**config.mk**
```make
export PLATFORM = sky130hd
export DESIGN_NAME = dmi_apb_master_flat
export DESIGN_NICKNAME = d
export VERILOG_FILES = /design/src/rtl/dm_pkg.sv /design/src/rtl/dmi_apb_master_if.sv /design/src/rtl/dmi_rsp_hold.sv /design/src/rtl/dmi_apb_master.sv /design/src/flat_wrapper.sv
export SDC_FILE = /design/constraint.sdc
export NUM_CORES = 1
export LEC_CHECK = 0
export CAP_MARGIN = 20
export CELL_PAD_IN_SITES_DETAIL_PLACEMENT = 2
export CELL_PAD_IN_SITES_GLOBAL_PLACEMENT = 2
export CORE_MARGIN = 1.5
export CORE_UTILIZATION = 22
export CTS_BUF_LIST = sky130_fd_sc_hd__clkbuf_4 sky130_fd_sc_hd__clkbuf_8
export CTS_CLUSTER_DIAMETER = 100
export DETAILED_ROUTE_END_ITERATION = 10
export PLACE_DENSITY_LB_ADDON = 0.1
export SLEW_MARGIN = 20
export SYNTH_ARGS = -nofsm -noshare
export SYNTH_HDL_FRONTEND = slang
export SYNTH_SLANG_ARGS = --single-unit
```
**constraint.sdc**
```tcl
create_clock -name clock -period 3.33 [get_ports clock]
set_input_delay 0.666 -clock clock [delete_from_list [all_inputs] [get_ports clock]]
set_output_delay 0.666 -clock clock [all_outputs]
set_load 0.005 [all_outputs]
```
**src/rtl/dm_pkg.sv**
```systemverilog
`default_nettype none
// ============================================================================
//  Module   : dm_pkg
//  Purpose  : Shared debug-module definitions: DMI op/status codes, APB
//             initiator FSM encoding and DM register addresses.
//  Revision : 1.0  initial release
// ============================================================================
package dm_pkg;

    // DMI operation codes carried on req_op
    localparam logic [1:0] OP_NOP   = 2'd0;
    localparam logic [1:0] OP_READ  = 2'd1;
    localparam logic [1:0] OP_WRITE = 2'd2;
    localparam logic [1:0] OP_RSVD  = 2'd3;

    // DMI response status codes carried on rsp_status
    localparam logic [1:0] ST_OK   = 2'd0;
    localparam logic [1:0] ST_FAIL = 2'd2;
    localparam logic [1:0] ST_BUSY = 2'd3;

    // APB initiator FSM states
    typedef enum logic [1:0] {
        S_IDLE   = 2'd0,
        S_SETUP  = 2'd1,
        S_ACCESS = 2'd2,
        S_RESP   = 2'd3
    } dmi_state_t;

    // DM register word addresses on the DMI
    localparam logic [6:0] DATA0      = 7'h04;
    localparam logic [6:0] DMCONTROL  = 7'h10;
    localparam logic [6:0] DMSTATUS   = 7'h11;
    localparam logic [6:0] HARTINFO   = 7'h12;
    localparam logic [6:0] ABSTRACTCS = 7'h16;
    localparam logic [6:0] COMMAND    = 7'h17;

    // True for ops that need an APB transfer
    function automatic logic op_is_bus(input logic [1:0] op);
        return (op == OP_READ) || (op == OP_WRITE);
    endfunction

endpackage
`default_nettype wire

```
**src/rtl/dmi_apb_master_if.sv**
```systemverilog
`default_nettype none
// ============================================================================
//  Module   : dmi_apb_master_if
//  Purpose  : DMI request/response channel plus APB initiator bus of the
//             debug-module register path. 'master' is the initiator view,
//             'slave' is the DTM + APB target view.
//  Revision : 1.0  initial release
// ============================================================================
interface dmi_apb_master_if #(
    parameter int ADDR_WIDTH = 32,
    parameter int DATA_WIDTH = 32,
    parameter int DMI_ABITS  = 7
);
    // DMI request
    logic                  req_valid;
    logic                  req_ready;
    logic [1:0]            req_op;
    logic [DMI_ABITS-1:0]  req_addr;
    logic [DATA_WIDTH-1:0] req_data;
    // DMI response
    logic                  rsp_valid;
    logic                  rsp_ready;
    logic [1:0]            rsp_status;
    logic [DATA_WIDTH-1:0] rsp_data;
    // APB
    logic                  psel;
    logic                  penable;
    logic                  pwrite;
    logic [ADDR_WIDTH-1:0] paddr;
    logic [DATA_WIDTH-1:0] pwdata;
    logic [DATA_WIDTH-1:0] prdata;
    logic                  pready;
    logic                  pslverr;

    modport master (
        input  req_valid, req_op, req_addr, req_data, rsp_ready,
               prdata, pready, pslverr,
        output req_ready, rsp_valid, rsp_status, rsp_data,
               psel, penable, pwrite, paddr, pwdata
    );

    modport slave (
        output req_valid, req_op, req_addr, req_data, rsp_ready,
               prdata, pready, pslverr,
        input  req_ready, rsp_valid, rsp_status, rsp_data,
               psel, penable, pwrite, paddr, pwdata
    );
endinterface
`default_nettype wire

```
**src/rtl/dmi_rsp_hold.sv**
```systemverilog
`default_nettype none
// ============================================================================
//  Module   : dmi_rsp_hold
//  Purpose  : One-entry DMI response register. Holds status/data stable with
//             rsp_valid until the DTM accepts it with rsp_ready.
//  Revision : 1.0  initial release
// ============================================================================
module dmi_rsp_hold #(
    parameter int DATA_WIDTH = 32
) (
    input  wire logic                  clock,
    input  wire logic                  reset,
    input  wire logic                  load,
    input  wire logic [1:0]            load_status,
    input  wire logic [DATA_WIDTH-1:0] load_data,
    input  wire logic                  rsp_ready,
    output logic                       rsp_valid,
    output logic [1:0]                 rsp_status,
    output logic [DATA_WIDTH-1:0]      rsp_data
);

    logic                  r_valid;
    logic [1:0]            r_status;
    logic [DATA_WIDTH-1:0] r_data;

    // Capture a new response on load; release valid once accepted
    always_ff @(posedge clock) begin
        if (reset) begin
            r_valid  <= 1'b0;
            r_status <= 2'd0;
            r_data   <= '0;
        end else if (load) begin
            r_valid  <= 1'b1;
            r_status <= load_status;
            r_data   <= load_data;
        end else if (r_valid && rsp_ready) begin
            r_valid  <= 1'b0;
        end
    end

    assign rsp_valid  = r_valid;
    assign rsp_status = r_status;
    assign rsp_data   = r_data;

endmodule
`default_nettype wire

```
**src/rtl/dmi_apb_master.sv**
```systemverilog
`default_nettype none
// ============================================================================
//  Module   : dmi_apb_master
//  Purpose  : DMI-to-APB initiator for the debug-module register bus. One
//             SETUP/ACCESS transfer per DMI read/write, nop and reserved ops
//             answered locally, single outstanding transaction.
//  Options  : DMI_APB_TIMEOUT_EN - abort ACCESS with BUSY status after
//             TIMEOUT_CYCLES wait-state cycles.
//  Revision : 1.0  initial release
// ============================================================================
module dmi_apb_master
    import dm_pkg::*;
#(
    parameter int ADDR_WIDTH     = 32,
    parameter int DATA_WIDTH     = 32,
    parameter int DMI_ABITS      = 7,
    parameter int TIMEOUT_CYCLES = 16
) (
    input  wire logic           clock,
    input  wire logic           reset,
    dmi_apb_master_if.master    bus
);

    dmi_state_t            r_state;
    dmi_state_t            w_state_nxt;
    logic                  w_accept;
    logic                  w_load;
    logic [1:0]            w_load_status;
    logic [DATA_WIDTH-1:0] w_load_data;
    logic                  w_timeout;

    logic                  r_pwrite;
    logic [ADDR_WIDTH-1:0] r_paddr;
    logic [DATA_WIDTH-1:0] r_pwdata;

    logic                  w_rsp_valid;
    logic [1:0]            w_rsp_status;
    logic [DATA_WIDTH-1:0] w_rsp_data;

`ifdef DMI_APB_TIMEOUT_EN
    localparam int CNT_W = $clog2(TIMEOUT_CYCLES) + 1;
    logic [CNT_W-1:0] r_wait_cnt;

    // Count ACCESS wait states; restart at every SETUP
    always_ff @(posedge clock) begin
        if (reset) begin
            r_wait_cnt <= '0;
        end else if (r_state == S_SETUP) begin
            r_wait_cnt <= '0;
        end else if ((r_state == S_ACCESS) && !bus.pready) begin
            r_wait_cnt <= r_wait_cnt + 1'b1;
        end
    end

    assign w_timeout = (r_state == S_ACCESS) && !bus.pready &&
                       (r_wait_cnt == CNT_W'(TIMEOUT_CYCLES - 1));
`else
    assign w_timeout = 1'b0;
`endif

    // FSM state register
    always_ff @(posedge clock) begin
        if (reset) begin
            r_state <= S_IDLE;
        end else begin
            r_state <= w_state_nxt;
        end
    end

    // Next state and response load selection
    always_comb begin
        w_state_nxt   = r_state;
        w_accept      = 1'b0;
        w_load        = 1'b0;
        w_load_status = ST_OK;
        w_load_data   = '0;
        case (r_state)
            S_IDLE: begin
                if (bus.req_valid) begin
                    if (op_is_bus(bus.req_op)) begin
                        w_accept    = 1'b1;
                        w_state_nxt = S_SETUP;
                    end else begin
                        // Nop answers OK, reserved op answers FAIL, no bus cycle
                        w_load        = 1'b1;
                        w_load_status = (bus.req_op == OP_NOP) ? ST_OK : ST_FAIL;
                        w_state_nxt   = S_RESP;
                    end
                end
            end
            S_SETUP: begin
                w_state_nxt = S_ACCESS;
            end
            S_ACCESS: begin
                if (bus.pready) begin
                    w_load        = 1'b1;
                    w_load_status = bus.pslverr ? ST_FAIL : ST_OK;
                    w_load_data   = r_pwrite ? '0 : bus.prdata;
                    w_state_nxt   = S_RESP;
                end else if (w_timeout) begin
                    w_load        = 1'b1;
                    w_load_status = ST_BUSY;
                    w_state_nxt   = S_RESP;
                end
            end
            S_RESP: begin
                if (bus.rsp_ready) begin
                    w_state_nxt = S_IDLE;
                end
            end
            default: begin
                w_state_nxt = S_IDLE;
            end
        endcase
    end

    // APB address/data/direction: latched on accept, cleared when ACCESS ends
    always_ff @(posedge clock) begin
        if (reset) begin
            r_pwrite <= 1'b0;
            r_paddr  <= '0;
            r_pwdata <= '0;
        end else if (w_accept) begin
            r_pwrite <= (bus.req_op == OP_WRITE);
            r_paddr  <= ADDR_WIDTH'(bus.req_addr);
            r_pwdata <= (bus.req_op == OP_WRITE) ? bus.req_data : '0;
        end else if ((r_state == S_ACCESS) && w_load) begin
            r_pwrite <= 1'b0;
            r_paddr  <= '0;
            r_pwdata <= '0;
        end
    end

    dmi_rsp_hold #(
        .DATA_WIDTH (DATA_WIDTH)
    ) u_rsp_hold (
        .clock       (clock),
        .reset       (reset),
        .load        (w_load),
        .load_status (w_load_status),
        .load_data   (w_load_data),
        .rsp_ready   (bus.rsp_ready),
        .rsp_valid   (w_rsp_valid),
        .rsp_status  (w_rsp_status),
        .rsp_data    (w_rsp_data)
    );

    // psel/penable decode straight from state so reset drops them on its edge
    assign bus.psel       = (r_state == S_SETUP) || (r_state == S_ACCESS);
    assign bus.penable    = (r_state == S_ACCESS);
    assign bus.pwrite     = r_pwrite;
    assign bus.paddr      = r_paddr;
    assign bus.pwdata     = r_pwdata;
    assign bus.req_ready  = (r_state == S_IDLE) && !reset;
    assign bus.rsp_valid  = w_rsp_valid;
    assign bus.rsp_status = w_rsp_status;
    assign bus.rsp_data   = w_rsp_data;

endmodule
`default_nettype wire
```
**src/flat_wrapper.sv**
```systemverilog
// flat-port wrapper written by rule: the top's interface ports become plain ports
module dmi_apb_master_flat import dm_pkg::*;
#(
    parameter int ADDR_WIDTH     = 32,
    parameter int DATA_WIDTH     = 32,
    parameter int DMI_ABITS      = 7,
    parameter int TIMEOUT_CYCLES = 16
)
  (clock, reset, bus_req_valid, bus_req_op, bus_req_addr, bus_req_data, bus_rsp_ready, bus_prdata, bus_pready, bus_pslverr, bus_req_ready, bus_rsp_valid, bus_rsp_status, bus_rsp_data, bus_psel, bus_penable, bus_pwrite, bus_paddr, bus_pwdata);
  dmi_apb_master_if #(.ADDR_WIDTH(ADDR_WIDTH), .DATA_WIDTH(DATA_WIDTH), .DMI_ABITS(DMI_ABITS)) bus_i ();
  input  wire logic clock;
  input  wire logic reset;
  input wire logic [$bits(bus_i.req_valid)-1:0] bus_req_valid;
  input wire logic [$bits(bus_i.req_op)-1:0] bus_req_op;
  input wire logic [$bits(bus_i.req_addr)-1:0] bus_req_addr;
  input wire logic [$bits(bus_i.req_data)-1:0] bus_req_data;
  input wire logic [$bits(bus_i.rsp_ready)-1:0] bus_rsp_ready;
  input wire logic [$bits(bus_i.prdata)-1:0] bus_prdata;
  input wire logic [$bits(bus_i.pready)-1:0] bus_pready;
  input wire logic [$bits(bus_i.pslverr)-1:0] bus_pslverr;
  output wire logic [$bits(bus_i.req_ready)-1:0] bus_req_ready;
  output wire logic [$bits(bus_i.rsp_valid)-1:0] bus_rsp_valid;
  output wire logic [$bits(bus_i.rsp_status)-1:0] bus_rsp_status;
  output wire logic [$bits(bus_i.rsp_data)-1:0] bus_rsp_data;
  output wire logic [$bits(bus_i.psel)-1:0] bus_psel;
  output wire logic [$bits(bus_i.penable)-1:0] bus_penable;
  output wire logic [$bits(bus_i.pwrite)-1:0] bus_pwrite;
  output wire logic [$bits(bus_i.paddr)-1:0] bus_paddr;
  output wire logic [$bits(bus_i.pwdata)-1:0] bus_pwdata;
  assign bus_i.req_valid = bus_req_valid;
  assign bus_i.req_op = bus_req_op;
  assign bus_i.req_addr = bus_req_addr;
  assign bus_i.req_data = bus_req_data;
  assign bus_i.rsp_ready = bus_rsp_ready;
  assign bus_i.prdata = bus_prdata;
  assign bus_i.pready = bus_pready;
  assign bus_i.pslverr = bus_pslverr;
  assign bus_req_ready = bus_i.req_ready;
  assign bus_rsp_valid = bus_i.rsp_valid;
  assign bus_rsp_status = bus_i.rsp_status;
  assign bus_rsp_data = bus_i.rsp_data;
  assign bus_psel = bus_i.psel;
  assign bus_penable = bus_i.penable;
  assign bus_pwrite = bus_i.pwrite;
  assign bus_paddr = bus_i.paddr;
  assign bus_pwdata = bus_i.pwdata;
  dmi_apb_master #(.ADDR_WIDTH(ADDR_WIDTH), .DATA_WIDTH(DATA_WIDTH), .DMI_ABITS(DMI_ABITS), .TIMEOUT_CYCLES(TIMEOUT_CYCLES)) u_core (.clock(clock), .reset(reset), .bus(bus_i));
endmodule
```
==> results of run 1 <==
==> registers in the layout, indices dropped and copies added (netlist names) <==
signal / cells
u_core.bus.paddr: 7
u_core.u_rsp_hold.rsp_valid: 1
u_core.u_rsp_hold.rsp_status: 1
u_core.bus.pwdata: 32
u_core.r_state: 2
u_core.bus.pwrite: 1
u_core.u_rsp_hold.rsp_data: 32
==> routing by layer <==
metal  GRT usage (%)  vias to the layer above  part of all wire (%)  routed length (um)
li1                -                     1146                     -                   -
met1            16.7                     1163                    43                3780
met2            20.6                      120                    43                3810
met3            6.93                        9                    13                1120
met4            4.75                        2                   1.3                 111
met5               0                        -                  0.19                  17
==> worst max-delay path, cell delays in order (launching register included) <==
cell,delay (ns)
dfxtp_1,0.34
inv_1,0.10
ha_1,0.38
nor2b_1,0.19
clkdlybuf4s50_1,0.54
==> area by class of cell <==
type / count / share of cell area (%)
timing repair buffer: 161 / 34.9
sequential: 76 / 33.2
multi-input combinational: 146 / 22.8
tap: 168 / 4.59
clock buffer: 10 / 2.87
clock inverter: 6 / 1.42
inverter: 3 / 0.246
==> stage by stage <==
stage          worst slack [ns]  utilization, %  total power [mW]
2_1_floorplan              1.39               -              1.39
3_3_place_gp              0.541            36.3              1.73
3_5_place_dp              0.487            36.3              1.75
4_1_cts                   0.737            38.0              2.47
5_1_grt                   0.633            38.0              2.58
6_report                  0.770            38.0              2.42
==> power by group through the flow <==
| stage | clock network (mW) | registers (mW) | logic (mW) |
|---|---|---|---|
| after detailed placement | 0 | 1.06 | 0.685 |
| after global placement | 0 | 1.06 | 0.674 |
| final | 0.706 | 1.04 | 0.671 |
| after floorplan | 0 | 1.06 | 0.330 |
| after global routing | 0.785 | 1.05 | 0.740 |
| after CTS | 0.742 | 1.04 | 0.688 |
==> final timing paths <==
path | end | cells after the start
setup reg to reg | u_core.bus.pwdata[10]$_SDFFE_PP0P_ | 5
hold reg to reg | u_core.u_rsp_hold.rsp_status[1]$_SDFFE_PP0P_ | 1
setup / recovery | bus_req_ready | 4
hold / removal | u_core.u_rsp_hold.rsp_status[1]$_SDFFE_PP0P_ | 1
==> cells in the final DEF (no fill, tap or decap), drive strengths merged, types with 2 or more instances in the layout <==
cell type | netlist | routed
clkdlybuf4s50 | 0 | 155
dfxtp | 76 | 76
a22o | 64 | 64
conb | 1 | 26
clkbuf | 7 | 10
a21oi | 9 | 9
o21ai | 8 | 8
nand2 | 8 | 8
buf | 35 | 6
ha | 5 | 5
nand2b | 4 | 4
clkinv | 0 | 4
inv | 3 | 3
a31oi | 3 | 3
nor3 | 3 | 3
nor2b | 2 | 2
nand3 | 2 | 2
nor3b | 2 | 2
==> cells by family (layout without fill, tap and decap cells) <==
group | Yosys count | after routing | share of synthesized area, %
buf+inv | 45 | 180 | 10.4
mux | 1 | 1 | 0.365
fa+ha+maj | 5 | 5 | 2.28
flops | 76 | 76 | 55.5
other cells | 1 | 26 | 0.137
compound gates | 88 | 88 | 25.7
simple gates | 26 | 26 | 5.61
==> impl_metrics.ini, run 1 <==
[synth]
yosys_warnings = 0
netlist_area_um2 = 2740
yosysMostFrequentCell = dfxtp_1
yosysSeqAreaShare_pct = 55.5
synth_area_leader_cell = dfxtp_1
ys_top_cells_by_area = dfxtp_1 (55%), a22o_1 (20%), buf_4 (8.2%), ha_1 (2.3%), a21oi_1 (1.6%)
synthDistinctLibCells = 30
yosysTopAreaCellShare_pct = 55.5
synth_flop_cell = dfxtp_1
synth_seq_cells = 76
synth_edf_count = 0
ys_async_sr_fraction_pct = 0
syn_avg_cell_area_um2 = 11.3
synth_common_cells = dfxtp_1 (76), a22o_1 (64), buf_4 (30)
syn_inst = 242

[timing]
max_slew_margin_pct = 53.7
finalSetupTns_ns = 0
rsz0062_at_grt = no
report.final.slew_viol_count = 0
hold_ws_ns = 0.473
fin_skew_ns = 0.00947
hold_violations = 0
tightest_slew_ns = 0.694
fin_crit_sh_pct = 76.9
setup_viol = 0
fmax_mhz = 391
min_period_ns = 2.56

[final_layout]
multi_input_area_um2 = 1040
n_antenna_cell = 0
instances_no_fill = 570
final_cell_area_um2 = 4580
fillCellCount = 1306
regArea_um2 = 1520
final_nets = 481
drive_gt1_share_pct = 6.72
area_growth_pct = 67.0

[detailed_routing]
dr.pass1.iters = 4
drt_iter0_markers = 67
final_antenna_net_count = 0
vias = 2440
via_per_inst = 4.28
wl_mm = 8.84
drc = 0
wl_per_cell_um = 15.5

[clock_tree]
tritoncts = built
clk_pin_slew_ns = 0.08
clk_path_buf_depth = 2
cts_resized = 0
cts.sinks = 76
clk_latency_ns = 0.34
htree_levels = 3
postCtsHoldBufs = 0
cts_buffers = 9
root_buffer = clkbuf_8
post-cts-setup-buffer-count = 0

[global_route]
grt_usage_pct = 13.6
grt_pass1_wl_mm = 13.9
grt_pass1_vias = 2639
antenna_found_initial = 1
grt-ovfl-total = 0
grt_max_degree = 33

[placed_design]
hpwl_mm = 6.55
gp_congestion = 0.630
dpl_cell_area_um2 = 4380
numPortBuffers = 155
placedCellCount = 554

[setup_path]
worstSetupPathType = register to output port
worst_setup_path_end_kind = output port
startpoint_type = register
r2r-start = u_core.r_state[0]$_SDFFE_PP0P_
cp.arrival_ns = 1.89
startpoint = u_core.r_state[0]$_SDFFE_PP0P_
r2r_setup_slack_ns = 1.18
crit_required_ns = 2.66
critical_path_peak_fanout = 9

[floorplanning]
core.rowCount = 40
core_um2 = 12100
io_pins = 182
dieHeight_um = 115
dieWidth_um = 115
initial_core_util_pct = 22.7
dieArea_um2 = 13100

[power_and_ir_drop]
clkPwrFrac_pct = 29.2
power_density_nw_per_um2 = 528
leakagePower_nw = 1.74
combPwrFrac_pct = 27.8
peakVddDrop_v = 0.000191
seqPwrFrac_pct = 43.1
internal_power_mw = 1.71
p_sw_mw = 0.703
switching_share_pct = 29.1

[worst_hold_path]
worstHoldStart = u_core.u_rsp_hold.rsp_status[1]$_SDFFE_PP0P_
hold_class = register to register

[run_status]
outcome = finished clean

[job]
cap_violations = 0
(Power assumes the default switching activity.)
==> run 2, diff against run 1 <==
Settings changed: CORE_UTILIZATION 22 to 21.
Clock period 3.33 ns to 2.7 ns, I/O delays scaled along.
==> impl_metrics.ini, run 2 (synthesis results as in run 1) <==
[global_route]
grt_usage_pct = 12.5
grt-ovfl-total = 0
antenna_found_initial = 1
grt_pass1_vias = 2525
grt_max_degree = 33
grt_pass1_wl_mm = 13.0

[final_layout]
fillCellCount = 1392
n_antenna_cell = 0
layout_common_cells = clkdlybuf4s50_1 (155), dfxtp_1 (76), a22o_1 (64), conb_1 (26), clkbuf_8 (10)
final_common_cell = clkdlybuf4s50_1
final_nets = 482
area_growth_pct = 67.8
drive_gt1_share_pct = 6.72
utilization_pct = 36.3
final_cell_area_um2 = 4600

[clock_tree]
tritoncts = built
clk_latency_ns = 0.35
clk_pin_slew_ns = 0.07
cts_resized = 0
postCtsHoldBufs = 0
root_buffer = clkbuf_8
htree_levels = 3
cts_buffers = 9
clk_path_buf_depth = 2
cts.sinks = 76
post-cts-setup-buffer-count = 0

[power_and_ir_drop]
leakagePower_nw = 1.76
peakVddDrop_v = 0.000172
power_density_nw_per_um2 = 653
power_mw = 3.01

[floorplanning]
io_pins = 182
dieWidth_um = 117
dieArea_um2 = 13800
initial_core_util_pct = 21.6
core.rowCount = 41
dieHeight_um = 117
core_um2 = 12700

[detailed_routing]
drt_iter0_markers = 83
via_per_inst = 4.21
final_antenna_net_count = 0
drc = 0
wl_per_cell_um = 15.4
dr.pass1.iters = 4
vias = 2416
wl_mm = 8.86

[placed_design]
hpwl_mm = 6.67
gp_congestion = 0.663
numPortBuffers = 155
dpl_cell_area_um2 = 4410

[timing]
fin_crit_sh_pct = 89.6
setup_viol = 0
fin_skew_ns = 0.0102
min_period_ns = 2.42
hold_ws_ns = 0.480
tightest_slew_ns = 0.718
hold_violations = 0
fmax_mhz = 413
rsz0062_at_grt = no
max_slew_margin_pct = 52.1
report.final.slew_viol_count = 0
finalSetupTns_ns = 0

[job]
cap_violations = 0

[run_status]
outcome = finished clean

[setup_path]
worst_setup_path_end_kind = output port
crit_required_ns = 2.16
startpoint_type = register
r2r_setup_slack_ns = 0.76
worstSetupPathType = register to output port
critical_path_peak_fanout = 9
cp.arrival_ns = 1.88

[worst_hold_path]
hold_class = register to register
-- run 2: cell types whose count changed in the layout (fill, tap and decap cells not counted) --
cell	before	now
clkbuf_8	9	10
clkinv_4	2	0
clkbuf_4	1	3
clkinv_2	2	1
buf_12	0	1
clkinvlp_4	1	0
-- run 2: worst paths after layout --
check | startpoint | endpoint | cells past startpoint
min | u_core.u_rsp_hold.rsp_status[1]$_SDFFE_PP0P_ | u_core.u_rsp_hold.rsp_status[1]$_SDFFE_PP0P_ | 1
min reg2reg | u_core.u_rsp_hold.rsp_status[1]$_SDFFE_PP0P_ | u_core.u_rsp_hold.rsp_status[1]$_SDFFE_PP0P_ | 1
max | u_core.r_state[0]$_SDFFE_PP0P_ | bus_req_ready | 4
max reg2reg | u_core.r_state[0]$_SDFFE_PP0P_ | u_core.bus.pwdata[15]$_SDFFE_PP0P_ | 5
-- run 2: cell type report --
| cell class | count | area [um^2] | share of cell area (%) |
|---|---|---|---|
| clock buffer | 13 | 160 | 3.48 |
| clock inverter | 2 | 35.0 | 0.761 |
| inverter | 3 | 11.3 | 0.245 |
| multi-input combinational | 146 | 1040 | 22.7 |
| sequential | 76 | 1520 | 33.1 |
| tap | 172 | 215 | 4.68 |
| timing repair buffer | 162 | 1620 | 35.1 |
-- run 2: stage by stage --
step / instances / setup slack (ns)
finish: 574 / 0.280
global route: 574 / 0.130
CTS: 574 / 0.205
detailed placement: 559 / 0.0923
global placement: 559 / 0.106
floorplan: 267 / 0.887
-- run 2: critical path, stage by stage, from the launching register on --
cell	delay, ns
dfxtp_1	0.33
inv_1	0.08
ha_1	0.38
nor2b_1	0.19
clkdlybuf4s50_1	0.55
-- run 2: routing by layer --
metal | up-vias | routed length [um] | track usage, %
met1 | 1142 | 3650 | 14.3
met4 | 2 | 127 | 5.30
li1 | 1146 | - | -
met3 | 12 | 1130 | 6.80
met5 | - | 13 | 0
met2 | 114 | 3940 | 19.4
-- run 2: power by group --
group / switching (mW) / internal, mW
combinational: 0.378 / 0.462
sequential: 0.0596 / 1.22
clock: 0.405 / 0.478
total: 0.843 / 2.16
